### src/rtl/sys_clk_pkg.sv
// sys_clk_pkg: shared state encoding and NCO defaults for the reset/clock-enable block
package sys_clk_pkg;
  typedef enum logic [1:0] {WAIT_LOCK, HOLD, RUN} state_t;
  localparam int ACC_W_DEF = 16;
  localparam int CPU_INC_DEF = 17039;
  localparam int PIX_INC_DEF = 34079;
endpackage

### src/rtl/nco_ce.sv
// nco_ce: phase-accumulator clock enable, one-cycle pulse on accumulator carry
module nco_ce #(
  parameter int ACC_W = 16,
  parameter int INC = 0
) (
  input  logic clk,
  input  logic resetn,
  input  logic run,
  input  logic clr,
  output logic ce
);
  logic [ACC_W-1:0] acc;
  logic [ACC_W:0] sum;
  assign sum = {1'b0, acc} + (ACC_W+1)'(INC);
  always_ff @(posedge clk or negedge resetn)
    if (!resetn) begin
      acc <= '0;
      ce <= 1'b0;
    end else if (clr) begin
      acc <= '0;
      ce <= 1'b0;
    end else if (run) begin
      acc <= sum[ACC_W-1:0];
      ce <= sum[ACC_W];
    end else
      ce <= 1'b0;
endmodule

### src/rtl/sys_reset_ce.sv
// sys_reset_ce: PLL lock synchroniser, system reset sequencer and CPU/pixel clock enables
module sys_reset_ce
  import sys_clk_pkg::*;
#(
  parameter int LOCK_HOLD = 1024,
  parameter int ACC_W = ACC_W_DEF,
  parameter int CPU_INC = CPU_INC_DEF,
  parameter int PIX_INC = PIX_INC_DEF
) (
  input  logic clk,
  input  logic resetn,
  input  logic locked,
  input  logic soft_rst,
  output logic sys_reset_n,
  output logic cpu_ce,
  output logic pix_ce,
  output logic running
);
  localparam int CNT_W = $clog2(LOCK_HOLD);
  localparam logic [CNT_W-1:0] LAST = CNT_W'(LOCK_HOLD - 1);
  state_t state, state_nxt;
  logic [CNT_W-1:0] cnt, cnt_nxt;
  logic lk_m, lk_s;
  logic run, clr;
  always_ff @(posedge clk or negedge resetn)
    if (!resetn) begin
      lk_m <= 1'b0;
      lk_s <= 1'b0;
      state <= WAIT_LOCK;
      cnt <= '0;
      sys_reset_n <= 1'b0;
    end else begin
      lk_m <= locked;
      lk_s <= lk_m;
      state <= state_nxt;
      cnt <= cnt_nxt;
      sys_reset_n <= state_nxt == RUN;
    end
  always_comb begin
    state_nxt = state;
    case (state)
      WAIT_LOCK: state_nxt = lk_s ? HOLD : WAIT_LOCK;
      HOLD:      state_nxt = !lk_s ? WAIT_LOCK : (!soft_rst && cnt == LAST) ? RUN : HOLD;
      RUN:       state_nxt = !lk_s ? WAIT_LOCK : soft_rst ? HOLD : RUN;
      default:   state_nxt = WAIT_LOCK;
    endcase
  end
  // counter only advances while staying in HOLD without a soft reset request
  assign cnt_nxt = (state == HOLD && state_nxt == HOLD && !soft_rst) ? cnt + 1'b1 : '0;
  assign running = sys_reset_n;
  assign clr = state_nxt == WAIT_LOCK;
  assign run = state != WAIT_LOCK;
  nco_ce #(.ACC_W(ACC_W), .INC(CPU_INC)) u_cpu (
    .clk(clk), .resetn(resetn), .run(run), .clr(clr), .ce(cpu_ce)
  );
  nco_ce #(.ACC_W(ACC_W), .INC(PIX_INC)) u_pix (
    .clk(clk), .resetn(resetn), .run(run), .clr(clr), .ce(pix_ce)
  );
endmodule

### config.mk
export PLATFORM = sky130hd
export DESIGN_NAME = sys_reset_ce
export DESIGN_NICKNAME = d
export VERILOG_FILES = /design/src/rtl/sys_clk_pkg.sv /design/src/rtl/nco_ce.sv /design/src/rtl/sys_reset_ce.sv
export SDC_FILE = /design/constraint.sdc
export NUM_CORES = 1
export LEC_CHECK = 0
export ABC_AREA = 1
export ABC_CLOCK_PERIOD_IN_PS = 1800
export CAP_MARGIN = 40
export CELL_PAD_IN_SITES_DETAIL_PLACEMENT = 1
export CELL_PAD_IN_SITES_GLOBAL_PLACEMENT = 1
export CORE_MARGIN = 1
export CORE_UTILIZATION = 45
export DETAILED_ROUTE_END_ITERATION = 6
export GPL_TIMING_DRIVEN = 1
export PLACE_DENSITY = 0.81
export SLEW_MARGIN = 20
export SYNTH_ARGS = -nofsm -noshare
export SYNTH_HDL_FRONTEND = slang
export SYNTH_SLANG_ARGS = --single-unit
### constraint.sdc
create_clock -name clk -period 1.8 [get_ports clk]
set_input_delay 0.18 -clock clk [delete_from_list [all_inputs] [get_ports clk]]
set_output_delay 0.18 -clock clk [all_outputs]
set_load 0.02 [all_outputs]
==> results.txt <==
status = complete, no violations
period utilisation layout = 89.2%
Clk Tree Root Cell = clkbuf_8
Avg WL per Cell = 14.1 um
Worst Path Max Fanout = 4
total grt overflow = 0
Worst-path clk slew = 0.09 ns
fin area = 2880 sq um
number of max-cap violations = 0
worst-margin pin slew = 0.474 ns
Port Buffers = 7
CP Data Required Time = 1.99 ns
global-route wire length before repair = 11000 um
die area = 6130 sq um
PwrDens = 777 nW/um^2
drt pass-1 iters = 4
row cnt = 27
Area Overhead vs Synth = 9.79%
Post-CTS Setup Inserts = 0
Post-Syn Nets = 353
layout cells sized above 1 = 9.50%
final setup TNS = 0 ns
fmax = 0.623 GHz
critical path class = flop to flop
synthesized cell area = 2620 sq um
Gate Count Post-Synth = 346
Placed Instance Area = 2790 sq um
initial antenna violation count = 0
die width = 78.3 um
DRC Markers = 0
Antenna diodes = 0
clock buffer count from CTS = 5
Critical Path Sink Type = flop
Hold Crit Class = input pin to flop
Sink Count = 49
post-synthesis cell type count = 29
Leak = 1.34 nW
Core Area = 5570 sq um
CTS tree = built
Initial Util = 47.0%
pins over their slew limit = 0
pre-CTS WS = 0.179 ns
Tmin final = 1.61 ns
Max H-tree Level = 2
RSZ-0062 raised after global routing = false
clock latency on the worst-skew pair = 0.30 ns
final WL = 6040 um
Final Util = 51.6%
Clock Skews = 0.00956 ns
Tot GR Track Use = 22.8%
Layout Nets = 366
initial drt markers = 67
vias in the first global route = 2380
Die H = 78.3 um
Slew headroom = 68.4%
Longest Clk Path Bufs = 2
Worst Slack Setup Final = 0.194 ns
antenna viol nets, final = 0
maximum VDD drop = 379 uV
Worst Path Arrival = 1.80 ns
Via Count = 2253
overall power = 2.23 mW
IO Pins = 8
DP HPWL = 4360 um
Syn Area/Cell = 7.57 sq um
CP Launch Type = flop
routability cong. = 0.841
final setup fails = 0
Synth Register Bits = 49
largest net degree at the start of global routing = 50
Synth warnings = 0
vias per cell = 5.24
register area share after synthesis = 46.8%
fillers = 727
Hold Fails Final Rpt = 0
sequential cells by signal, summed over array words and instances (netlist names):
| signal | flops |
|---|---|
| lk_s | 1 |
| u_cpu.acc | 16 |
| cnt | 10 |
| running | 1 |
| state | 2 |
| u_pix.acc | 16 |
| lk_m | 1 |
| u_pix.ce | 1 |
| u_cpu.ce | 1 |
synthesized netlist by cell type, drive strengths merged:
library cell,number,area [sq um]
nor3,18,100
o22ai,3,18.8
a21oi,27,139
buf,5,27.5
o21ai,7,35.0
clkbuf,1,3.75
nand3,35,180
dfrtp,49,1230
nand2,74,280
xnor2,1,8.76
ha,3,37.5
xor2,9,78.8
nor4,1,21.3
clkinv,1,3.75
and2,1,6.26
o211ai,1,7.51
nor2,54,215
nand4,4,31.3
a21boi,1,7.51
inv,51,191
cell type report:
cell class / count / area [sq um] / share of cell area (%)
multi-input combinational: 239 / 1170 / 40.8
timing repair buffer: 12 / 118 / 4.09
inverter: 52 / 195 / 6.79
clock buffer: 5 / 68.8 / 2.39
clock inverter: 1 / 5.00 / 0.174
tap: 72 / 90.1 / 3.13
sequential: 49 / 1230 / 42.6
stage by stage:
stage               std cells  hold WS (ns)
finish                    430         0.312
global route              430         0.301
CTS                       430         0.304
detailed placement        423         0.196
global placement          423         0.193
floorplan                 346        -0.116
per-layer routing:
layer | part of all wire (%) | vias up | track usage [%]
met5 | 0 | - | 0
met2 | 48 | 26 | 39.0
met4 | 1.8 | 0 | 7.96
met3 | 2.3 | 9 | 3.60
li1 | - | 1126 | -
met1 | 47 | 1092 | 29.3
worst paths after layout:
kind                                   start            end  slack, ns  depth (start not counted)
worst min-delay path                  locked           lk_m       0.31                          1
worst max register to register  u_pix.acc[0]  u_pix.acc[10]       0.19                          9
max in group asynchronous             resetn  u_pix.acc[11]       1.18                          3
worst min register to register          lk_m           lk_s       0.36                          0
min in group asynchronous             resetn   u_cpu.acc[9]       0.38                          3
worst max-delay path            u_pix.acc[0]  u_pix.acc[10]       0.19                          9
worst max-delay path: stages (launching register included):
cell and delay [ns]:
dfrtp_1 0.37, inv_1 0.12, ha_1 0.21, inv_1 0.10, nor3_4 0.16, nand2_1 0.12, nand3_1 0.11, nand3_1 0.10
o21ai_1 0.16, nor2_1 0.05
where the power goes:
| group | internal [mW] | total [mW] | switching (mW) | leakage (nW) |
|---|---|---|---|---|
| registers | 1.17 | 1.23 | 0.0610 | 0.661 |
| clock network | 0.257 | 0.610 | 0.353 | 0.0399 |
| logic | 0.132 | 0.399 | 0.267 | 0.636 |
| total | 1.55 | 2.23 | 0.682 | 1.34 |
placed cells by master, fill, tap and decap left out:
cell type        netlist  routed
nand2_1               73      73
nor2_1                49      49
dfrtp_1               49      49
inv_1                 40      40
nand3_1               34      34
a21oi_1               26      26
nor3_1                16      16
inv_2                 11      11
xor2_1                 9       9
o21ai_0                6       6
clkdlybuf4s50_1        0       6
nor2_2                 5       5
clkbuf_8               0       5
nand4_1                3       3
o22ai_1                3       3
ha_1                   3       3
buf_4                  1       3
nand2_2                1       1
nor4_4                 1       1
nand4_2                1       1
nor3_2                 2       1
a21oi_2                1       1
nor3_4                 0       1
o21ai_1                1       1
o211ai_1               1       1
xnor2_1                1       1
nand3_2                1       1
a21boi_0               1       1
clkinv_1               1       1
and2_1                 1       1
clkinv_2               0       1
dlygate4sd3_1          0       1
buf_2                  4       1
buf_12                 0       1
logic make-up after synthesis:
family / count (synthesis) / share of synthesized area [%]
AND/OR/NAND/NOR: 187 / 31.9
buffers and inverters: 58 / 8.64
flip-flops: 49 / 46.8
AO/OA/AOI/OAI: 39 / 7.93
XOR/XNOR: 10 / 3.34
adder cells (fa/ha/maj): 3 / 1.43
timing repair:
item | CTS | global route
endpoints found under the setup margin | 0 | 2
hold buffers | 1 | 0
endpoints found under the hold margin | 49 | 0
gates resized for setup | 0 | 1
Note: power is estimated with default switching activity, not from simulation.
